**config.mk**
```make
export PLATFORM = sky130hd
export DESIGN_NAME = dmem_port_arbiter
export DESIGN_NICKNAME = d
export VERILOG_FILES = /design/src/rtl/dmem_port_arbiter.sv
export SDC_FILE = /design/constraint.sdc
export NUM_CORES = 1
export LEC_CHECK = 0
export ABC_CLOCK_PERIOD_IN_PS = 2300
export BUFFER_PORTS_ARGS = -buffer_cell sky130_fd_sc_hd__buf_4
export CAP_MARGIN = 20
export CORE_ASPECT_RATIO = 0.9
export CORE_UTILIZATION = 42
export DETAILED_ROUTE_END_ITERATION = 8
export PLACE_DENSITY = 0.78
export SYNTH_ARGS = -nofsm -noshare
export SYNTH_HDL_FRONTEND = slang
export SYNTH_SLANG_ARGS = --single-unit
```
**constraint.sdc**
```tcl
create_clock -name clk -period 2.3 [get_ports clk]
set_clock_uncertainty 0.05 [all_clocks]
set_input_delay 0.575 -clock clk [delete_from_list [all_inputs] [get_ports clk]]
set_output_delay 0.575 -clock clk [all_outputs]
set_load 0.05 [all_outputs]
```
**src/rtl/dmem_port_arbiter.sv**
```systemverilog
// Round-robin arbiter and read sequencer between the LSU (A) and
// loader/debug port (B) for the single-port data memory.
// Ports: clk, reset (sync, active-high); per requester X in {a,b}:
//   x_req/x_we/x_addr/x_wdata in, x_gnt/x_rvalid/x_rdata/x_err out;
//   memory side: mem_addr/mem_wdata/mem_we out, mem_rdata in.
module dmem_port_arbiter #(
  parameter int ADDR_W = 8,
  parameter int DATA_W = 8,
  parameter int BASE   = 64,
  parameter int DEPTH  = 64
) (
  input  logic              clk,
  input  logic              reset,
  input  logic              a_req,
  input  logic              a_we,
  input  logic [ADDR_W-1:0] a_addr,
  input  logic [DATA_W-1:0] a_wdata,
  output logic              a_gnt,
  output logic              a_rvalid,
  output logic [DATA_W-1:0] a_rdata,
  output logic              a_err,
  input  logic              b_req,
  input  logic              b_we,
  input  logic [ADDR_W-1:0] b_addr,
  input  logic [DATA_W-1:0] b_wdata,
  output logic              b_gnt,
  output logic              b_rvalid,
  output logic [DATA_W-1:0] b_rdata,
  output logic              b_err,
  output logic [ADDR_W-1:0] mem_addr,
  output logic [DATA_W-1:0] mem_wdata,
  output logic              mem_we,
  input  logic [DATA_W-1:0] mem_rdata
);

  localparam logic S_IDLE    = 1'b0;
  localparam logic S_RD_WAIT = 1'b1;

  localparam logic [ADDR_W-1:0] LO = ADDR_W'(BASE);
  localparam logic [ADDR_W-1:0] HI = ADDR_W'(BASE + DEPTH - 1);

  logic              state;
  logic              last_b;
  logic              rd_own_b;
  logic [ADDR_W-1:0] rd_addr;

  logic              idle;
  logic              any_gnt;
  logic              sel_we;
  logic [ADDR_W-1:0] sel_addr;
  logic [DATA_W-1:0] sel_wdata;
  logic              legal;

  // No grants while reset is held, so memory is never written then.
  assign idle  = (state == S_IDLE) && !reset;
  // last_b=1 means B was granted last, so A wins a tie.
  assign a_gnt = idle && a_req && (!b_req || last_b);
  assign b_gnt = idle && b_req && (!a_req || !last_b);

  assign any_gnt   = a_gnt || b_gnt;
  assign sel_we    = b_gnt ? b_we    : a_we;
  assign sel_addr  = b_gnt ? b_addr  : a_addr;
  assign sel_wdata = b_gnt ? b_wdata : a_wdata;
  assign legal     = (sel_addr >= LO) && (sel_addr <= HI);

  always_comb begin
    mem_addr  = '0;
    mem_wdata = '0;
    mem_we    = 1'b0;
    if (any_gnt) begin
      mem_addr  = sel_addr;
      mem_wdata = sel_wdata;
      mem_we    = sel_we && legal;
    end else if (state == S_RD_WAIT) begin
      mem_addr  = rd_addr;
    end
  end

  always_ff @(posedge clk) begin
    if (reset) begin
      state    <= S_IDLE;
      last_b   <= 1'b1;
      rd_own_b <= 1'b0;
      rd_addr  <= '0;
      a_rvalid <= 1'b0;
      b_rvalid <= 1'b0;
      a_err    <= 1'b0;
      b_err    <= 1'b0;
      a_rdata  <= '0;
      b_rdata  <= '0;
    end else begin
      a_rvalid <= 1'b0;
      b_rvalid <= 1'b0;
      a_err    <= a_gnt && !legal;
      b_err    <= b_gnt && !legal;
      unique case (state)
        S_IDLE: begin
          if (any_gnt) begin
            last_b <= b_gnt;
            if (legal && !sel_we) begin
              state    <= S_RD_WAIT;
              rd_addr  <= sel_addr;
              rd_own_b <= b_gnt;
            end
          end
        end
        S_RD_WAIT: begin
          // Memory output is valid now for the address sampled last cycle.
          state <= S_IDLE;
          if (rd_own_b) begin
            b_rdata  <= mem_rdata;
            b_rvalid <= 1'b1;
          end else begin
            a_rdata  <= mem_rdata;
            a_rvalid <= 1'b1;
          end
        end
        default: state <= S_IDLE;
      endcase
    end
  end

endmodule

```
; ---- Yosys cells after proc, flatten, opt, wreduce, memory -nomap -nowiden
; Cells that the tools add are included.
; W data, S select, Z words.
[totals]
reg_bits = 31
latch_bits = 0
ramBits = 0
rom_bits = 0
inputBits = 46
out_inout_bits = 39
memories = 0
[op_classes]
n_addsub = 0
n_mul = 0
n_div = 0
magnitude_cmp = 2
n_eq_ne = 0
shift = 0
muxes = 12
bitwise_logic = 2
n_reduce_logical = 24
[op_table]
columns = operator, count
row1 = $mux W8, 5
row2 = $logic_and A1 B1 Y1, 10
row3 = $ge A8 B7 Y1 const B, 1
row4 = $le A8 B7 Y1 const B, 1
row5 = $logic_not A1 Y1, 6
row6 = $mux W1, 6
row7 = $reduce_and A2 Y1, 3
row8 = $logic_or A1 B1 Y1, 3
row9 = $reduce_and A3 Y1, 1
row10 = $not A1 Y1, 2
row11 = $pmux W1 S2, 1
row12 = $reduce_or A2 Y1, 1

; ---- Longest topological paths before layout
; Gate-level depths: netlist of run 1.
[logic_depth]
depth_word = 11
mapped_depth = 6
mapped_depth_nobuf = 5

; ---- Least setup slack after synthesis of run 1
; No wires, ideal clock.
[synth_path]
path_type = in2out
startpoint = input reset
endpoint = output mem_we
arrival_ns = 2.546
path_slack_ns = -0.871
cell_stages = 6
n_path_buf = 1
cell_sequence = nor2_2 -> nand3_2 -> inv_4 -> buf_4 -> nand3_1 -> a211oi_1
[synth_via]
elab_chain_cells = 9
elab_cells_between_ends = 14
classes_between = 2 x order compare / 3 x mux / 9 x reduce/logical
[synth_rtl]
columns = item, line
row1 = from (decl), 13  ; input logic reset,
row2 = $logic_not A1 Y1 *, 55  ; assign idle = (state == S_IDLE) && !reset;
row3 = $logic_and A1 B1 Y1 *, 55
row4 = $logic_and A1 B1 Y1 * (2 in a row), 58  ; assign b_gnt = idle && b_req && (!a_req || !last_b);
row5 = via b_gnt, 26  ; output logic b_gnt,
row6 = $mux W8, 62  ; assign sel_addr = b_gnt ? b_addr : a_addr;
row7 = $ge A8 B7 Y1 / $le A8 B7 Y1 (equally long branches), 64  ; assign legal = (sel_addr >= LO) && (sel_addr <= HI);
row8 = $logic_and A1 B1 Y1, 64
row9 = $logic_and A1 B1 Y1, 73  ; mem_we = sel_we && legal;
row10 = $mux W1 *, 70  ; if (any_gnt) begin
row11 = to (decl), 32  ; output logic mem_we,
; The timed path passes the listed nets; every way through them passes the cells marked *.

; ---- Worst setup path after layout of run 1
[layout_path]
startpoint = input reset
endpoint = output mem_we
[layout_via]
elab_chain_cells = 9
elab_cells_between_ends = 14
classes_between = 2 x order compare / 3 x mux / 9 x reduce/logical
[layout_rtl]
columns = item, line
row1 = $logic_not A1 Y1 *, 55
row2 = $logic_and A1 B1 Y1 *, 55
row3 = $logic_and A1 B1 Y1 (2 in a row), 58
row4 = $mux W8, 62
row5 = $ge A8 B7 Y1 / $le A8 B7 Y1 (equally long branches), 64
row6 = $logic_and A1 B1 Y1, 64
row7 = $logic_and A1 B1 Y1, 73
row8 = $mux W1 *, 70
; Mark *: on every way between the ends. The rest lies on a longest branch, timed or not.

==> results of run 1 <==
## worst paths after layout
path | from | endpoint | cells past startpoint
worst min-delay path | b_rdata[1] | b_rdata[1] | 2
worst min register to register | b_rdata[1] | b_rdata[1] | 2
worst max register to register | last_b | rd_addr[5] | 7
worst max-delay path | reset | mem_we | 7
## synth_stat cells (2+ instances only)
cell type and count:
clkbuf_1 8, o21ai_1 9, inv_1 2, mux2i_1 14, nor2_1 3, nand3_1 9
nand2b_1 4, nor3b_1 2, dfxtp_1 31, a21oi_1 25, nand2_1 57
## registers in the layout, summed over array words and instances, names as in the netlist
name / count
a_err: 1
a_rvalid: 1
last_b: 1
rd_addr: 8
b_err: 1
rd_own_b: 1
b_rdata: 8
a_rdata: 8
b_rvalid: 1
state: 1
## repair_timing
action	in CTS	in global routing
setup endpoints to repair	16	13
pin swaps	2	0
resized for setup	10	9
gates cloned	1	0
## power groups by stage
| stage | Sequential, uW | Clock [uW] | Combinational, uW |
|---|---|---|---|
| 2_1_floorplan | 591 | 0 | 196 |
| 3_3_place_gp | 571 | 0 | 357 |
| 3_5_place_dp | 572 | 0 | 361 |
| 4_1_cts | 560 | 531 | 375 |
| 5_1_grt | 561 | 559 | 405 |
| 6_report | 560 | 524 | 383 |
## final cells by class
class,instances,area share [%]
clock inverter,3,1.73
tap,42,2.07
timing repair inverter,1,0.296
inverter,3,0.641
sequential,31,24.5
timing repair buffer,100,31.4
clock buffer,5,2.71
multi-input combinational,136,36.7
## cell families after synthesis
kind of cell / Yosys count / share of synthesized area [%]
muxes: 14 / 9.90
and+or+nand+nor: 82 / 25.4
buffers and inverters: 14 / 4.77
DFF: 31 / 43.9
AOI/OAI and AO/OA: 40 / 16.1
## stage by stage
step | setup TNS [ps] | utilization (%) | total power [uW] | hold slack, ps
2_1_floorplan | -235 | - | 787 | 376
3_3_place_gp | -431 | 74.3 | 928 | 388
3_5_place_dp | -906 | 74.3 | 933 | 392
4_1_cts | 0 | 79.6 | 1470 | 408
5_1_grt | -107 | 80.8 | 1530 | 424
6_report | 0 | 80.8 | 1470 | 406
## routing by layer
metal	up-vias	share of wire, %	global-route usage, %
li1	808	-	-
met1	724	44	29.5
met2	45	50	41.5
met3	7	4.3	5.40
met4	0	1.4	9.42
met5	-	0	0
## worst register-to-register path: stages (launching register included)
cell	delay (ps)
dfxtp_1	390
nand2_2	100
nand3_4	140
clkinvlp_4	170
buf_4	170
o41ai_2	350
buf_4	230
mux2i_1	190
==> results.ini, run 1 <==
[setup_path]
critPathBufInv = 3
arrival_ps = 1660
critPathTopFamily = buffers and inverters
cpMostUsedCell = buf_4
slowest_delay_ps = 190
path_cells = buf_4 > nor2_4 > nand3_4 > buf_4 > mux2i_4 > a211oi_4 > buf_6
crit_type = in2out
reg2reg_slack_ps = 450
path_max_fanout = 4
slowest_stage = mux2i_4
endpoint_kind = primary output
required_ps = 1670
start_kind = input port

[yosys]
syn_area_sq_mm = 0.00142
yosysUniqueCellTypes = 28
synth_area_leaders = dfxtp_1, nand2_1, mux2i_1, a21oi_1, nand3_1
syn_avg_cell_area_sq_um = 7.82
async_flop_share_pct = 0
synth_top_cell_area_share_pct = 43.9
synthCells = 181
ys.flop_type = dfxtp_1
syn_nets = 227
yosysSeqAreaShare_pct = 43.9
yosysWarnings = 0
synth-edff-count = 0
synth_top_area_cell = dfxtp_1
synth_seq_cells = 31

[placement]
finalWeightedCongestion = 0.830
dpl_cell_area_sq_mm = 0.00233
port_buffers = 84
dp_slack_ps = -89.9
hpwl_microns = 3160
dp_cells = 312

[floorplanning]
io_pins = 85
die_y_microns = 57.1
die_x_microns = 63.2
rows = 19
initial_core_util_pct = 45.1
core_area_sq_mm = 0.00314
die_area_sq_mm = 0.00361

[sta]
slew_headroom_pct = 67.0
timing.fmax_mhz = 437
rsz0062_at_grt = true
final-hold-violation-count = 0
setup_violations = 0
worst_slack_ps = 10.4
finalCritPeriodShare_pct = 99.5
tightest_slew_ps = 494
drv_slew = 0
min_period_ps = 2290

[drt]
routed_via_density = 4.93
drt_first_iter_violations = 84
dr.pass1.iters = 4
ant_nets = 0
wl_per_cell_microns = 13.0
route.detailed.drc = 0
vias = 1584
totalWireLength_microns = 4180

[global_routing]
antenna_found_initial = 0
first_global_vias = 1569
grt_max_degree = 22
grt_pass1_wl_microns = 6810
track_usage_pct = 24.1
grt-ovfl-total = 0

[pwr]
leakage_uw = 0.00109
swShare_pct = 29.4
seqPwrFrac_pct = 38.2
power_switching_uw = 432
comb_power_share_pct = 26.1
ir_worst_vdd_mv = 0.516
power-per-cell-area_mw_per_mm2 = 579
power_frac_clock_pct = 35.7
intPower_uw = 1040

[finish]
final_area_sq_mm = 0.00254
n_fill_cell = 228
finalNetCount = 324
final_cells = 321
final_common_cell = buf_4
area_delta_synth_final_pct = 79.2
layout_common_cells = buf_4, nand2_1, dfxtp_1
seq_area_sq_um = 621
antenna_cells = 0
multi_input_area_sq_um = 930
drive_above_1_share_pct = 48.7

[clock_network]
post-cts-setup-buffers = 0
cts_sinks = 31
cts_buffers = 5
tritoncts = done
root_buffer = clkbuf_8
ctsHtreeMaxLevel = 2
clk_latency_ps = 280
hold_buffers = 0
clk_pin_slew_ps = 70
clk_path_buf_depth = 2

[run]
max_cap_viol_count = 0

[worst_hold_path]
hold_path_class = reg2reg

[status]
outcome = completed

No activity file was read; power rests on OpenSTA's default activity.
==> run 2, diff against run 1 <==
- ABC_CLOCK_PERIOD_IN_PS: 2300 -> 2880
- CORE_UTILIZATION: 42 -> 46
- PLACE_DENSITY: 0.78 -> 0.84
- SETUP_SLACK_MARGIN: unset -> 0.2
- clock period: 2.3 -> 2.88 ns (I/O delays scaled with it)
==> run 2 against run 1 <==
  * Critical path depth is the same
  * Design area shrank 11%
  * First-iteration DRC count shrank 36%
  * Global-route usage grew 1.7 points
  * Cell count shrank 3.1%
  * Setup slack gained 300 ps
  * Sequential cell count is the same
  * Sequential share of layout area grew 3.2 points
  * Wire length shrank 4.0%
  * Via count shrank 2.7%
  * Die area shrank 8.4%
  * Largest power group unchanged
==> results.ini, run 2 (synthesis results as in run 1) <==
[status]
outcome = completed

[sta]
timing.fmax_mhz = 389
setup_violations = 0
final-hold-violation-count = 0
tightest_slew_ps = 460
rsz0062_at_grt = false
drv_slew = 0
min_period_ps = 2570
worst_slack_ps = 308
slew_headroom_pct = 69.3
finalCritPeriodShare_pct = 89.3
fin_setup_tns_ps = 0

[floorplanning]
die_y_microns = 54.6
initial_core_util_pct = 49.9
rows = 18
die_x_microns = 60.5
die_area_sq_mm = 0.00330
core_area_sq_mm = 0.00284
io_pins = 85

[pwr]
ir_worst_vdd_mv = 0.336
power-per-cell-area_mw_per_mm2 = 428
leakage_uw = 0.00100

[worst_hold_path]
hold_path_depth = 2
hold_path_class = reg2reg
hold_path.startpoint = b_rdata[1]

[finish]
antenna_cells = 0
drive_above_1_share_pct = 42.4
final_common_cell = buf_4
n_fill_cell = 212
layout_common_cells = buf_4, nand2_1, dfxtp_1
top_regs = a_rdata (8), b_rdata (8), rd_addr (8)
finalNetCount = 317
area_delta_synth_final_pct = 58.7

[clock_network]
root_buffer = clkbuf_4
cts_sinks = 31
clk_latency_ps = 340
clk_pin_slew_ps = 90
cts_buffers = 5
ctsHtreeMaxLevel = 2
hold_buffers = 0
tritoncts = done
clk_path_buf_depth = 2

[setup_path]
path_max_fanout = 8
crit_type = in2out
start_kind = input port
rr_worst_depth = 7
cp-startpoint = a_req
required_ps = 2110
arrival_ps = 1800
endpoint_kind = primary output
r2r-start = last_b

[drt]
totalWireLength_microns = 4010
wl_per_cell_microns = 12.9
vias = 1542
dr.pass1.iters = 4
drt_first_iter_violations = 54
routed_via_density = 4.96
route.detailed.drc = 0
ant_nets = 0

[global_routing]
first_global_vias = 1356
track_usage_pct = 25.8
antenna_found_initial = 0
grt_max_degree = 22
grt-ovfl-total = 0
grt_pass1_wl_microns = 6000

[placement]
port_buffers = 84
hpwl_microns = 3080
dp_slack_ps = 198
finalWeightedCongestion = 0.854

[run]
max_cap_viol_count = 0

[run 2: changes by cell type in the layout (fill, tap and decap cells not counted), sizes merged]
cell      previous run  this run
buf                100        94
bufinv               1         0
clkbuf               5         6
clkinvlp             1         0
inv                  3         2
[run 2: area by class of cell]
type	count	area, sq um	area share, %
Multi-Input combinational cell	136	790	35.2
Timing Repair Buffer	94	713	31.8
Sequential cell	31	621	27.6
Clock buffer	6	51.3	2.28
Tap cell	40	50.0	2.23
Inverter	3	16.3	0.724
Clock inverter	1	5.00	0.223
[run 2: report_power, final]
part	internal (uW)	leakage [uW]	switching (uW)	total, uW
clock network	113	0.0000341	139	252
logic	106	0.000714	156	262
registers	440	0.000251	7.01	447
total	659	0.00100	302	961
[run 2: per-stage QoR]
step	total power, uW	utilization (%)	instances	area [sq um]	hold slack [ps]
final	961	79.1	311	2250	411
after global routing	1010	79.1	311	2250	434
after CTS	962	78.4	311	2220	413
after detailed placement	713	76.1	304	2160	395
after global placement	710	76.1	304	2160	385
after floorplan	608	-	181	1460	376
[run 2: final timing paths]
| check | end | slack, ps |
|---|---|---|
| worst min-delay path | b_rdata[1] | 410 |
| worst min register to register | b_rdata[1] | 410 |
| worst max register to register | rd_addr[4] | 1080 |
| worst max-delay path | mem_we | 310 |
[run 2: critical path, cell delays in order]
cell and delay [ps]:
buf_4 130, nand2_1 120, nand3_4 120, clkinv_4 110, nand3_1 130, a211oi_4 240
buf_4 220
[run 2: metal layers]
| metal | GRT usage, % | wire [microns] |
|---|---|---|
| met1 | 29.6 | 1740 |
| met2 | 44.3 | 2000 |
| met3 | 7.33 | 188 |
| met4 | 12.9 | 82 |
| met5 | 0 | 0 |
[run 2: repair_timing]
item	in CTS	in global routing
gates resized for setup	1	6
setup endpoints to repair	3	14
buffers inserted	0	0
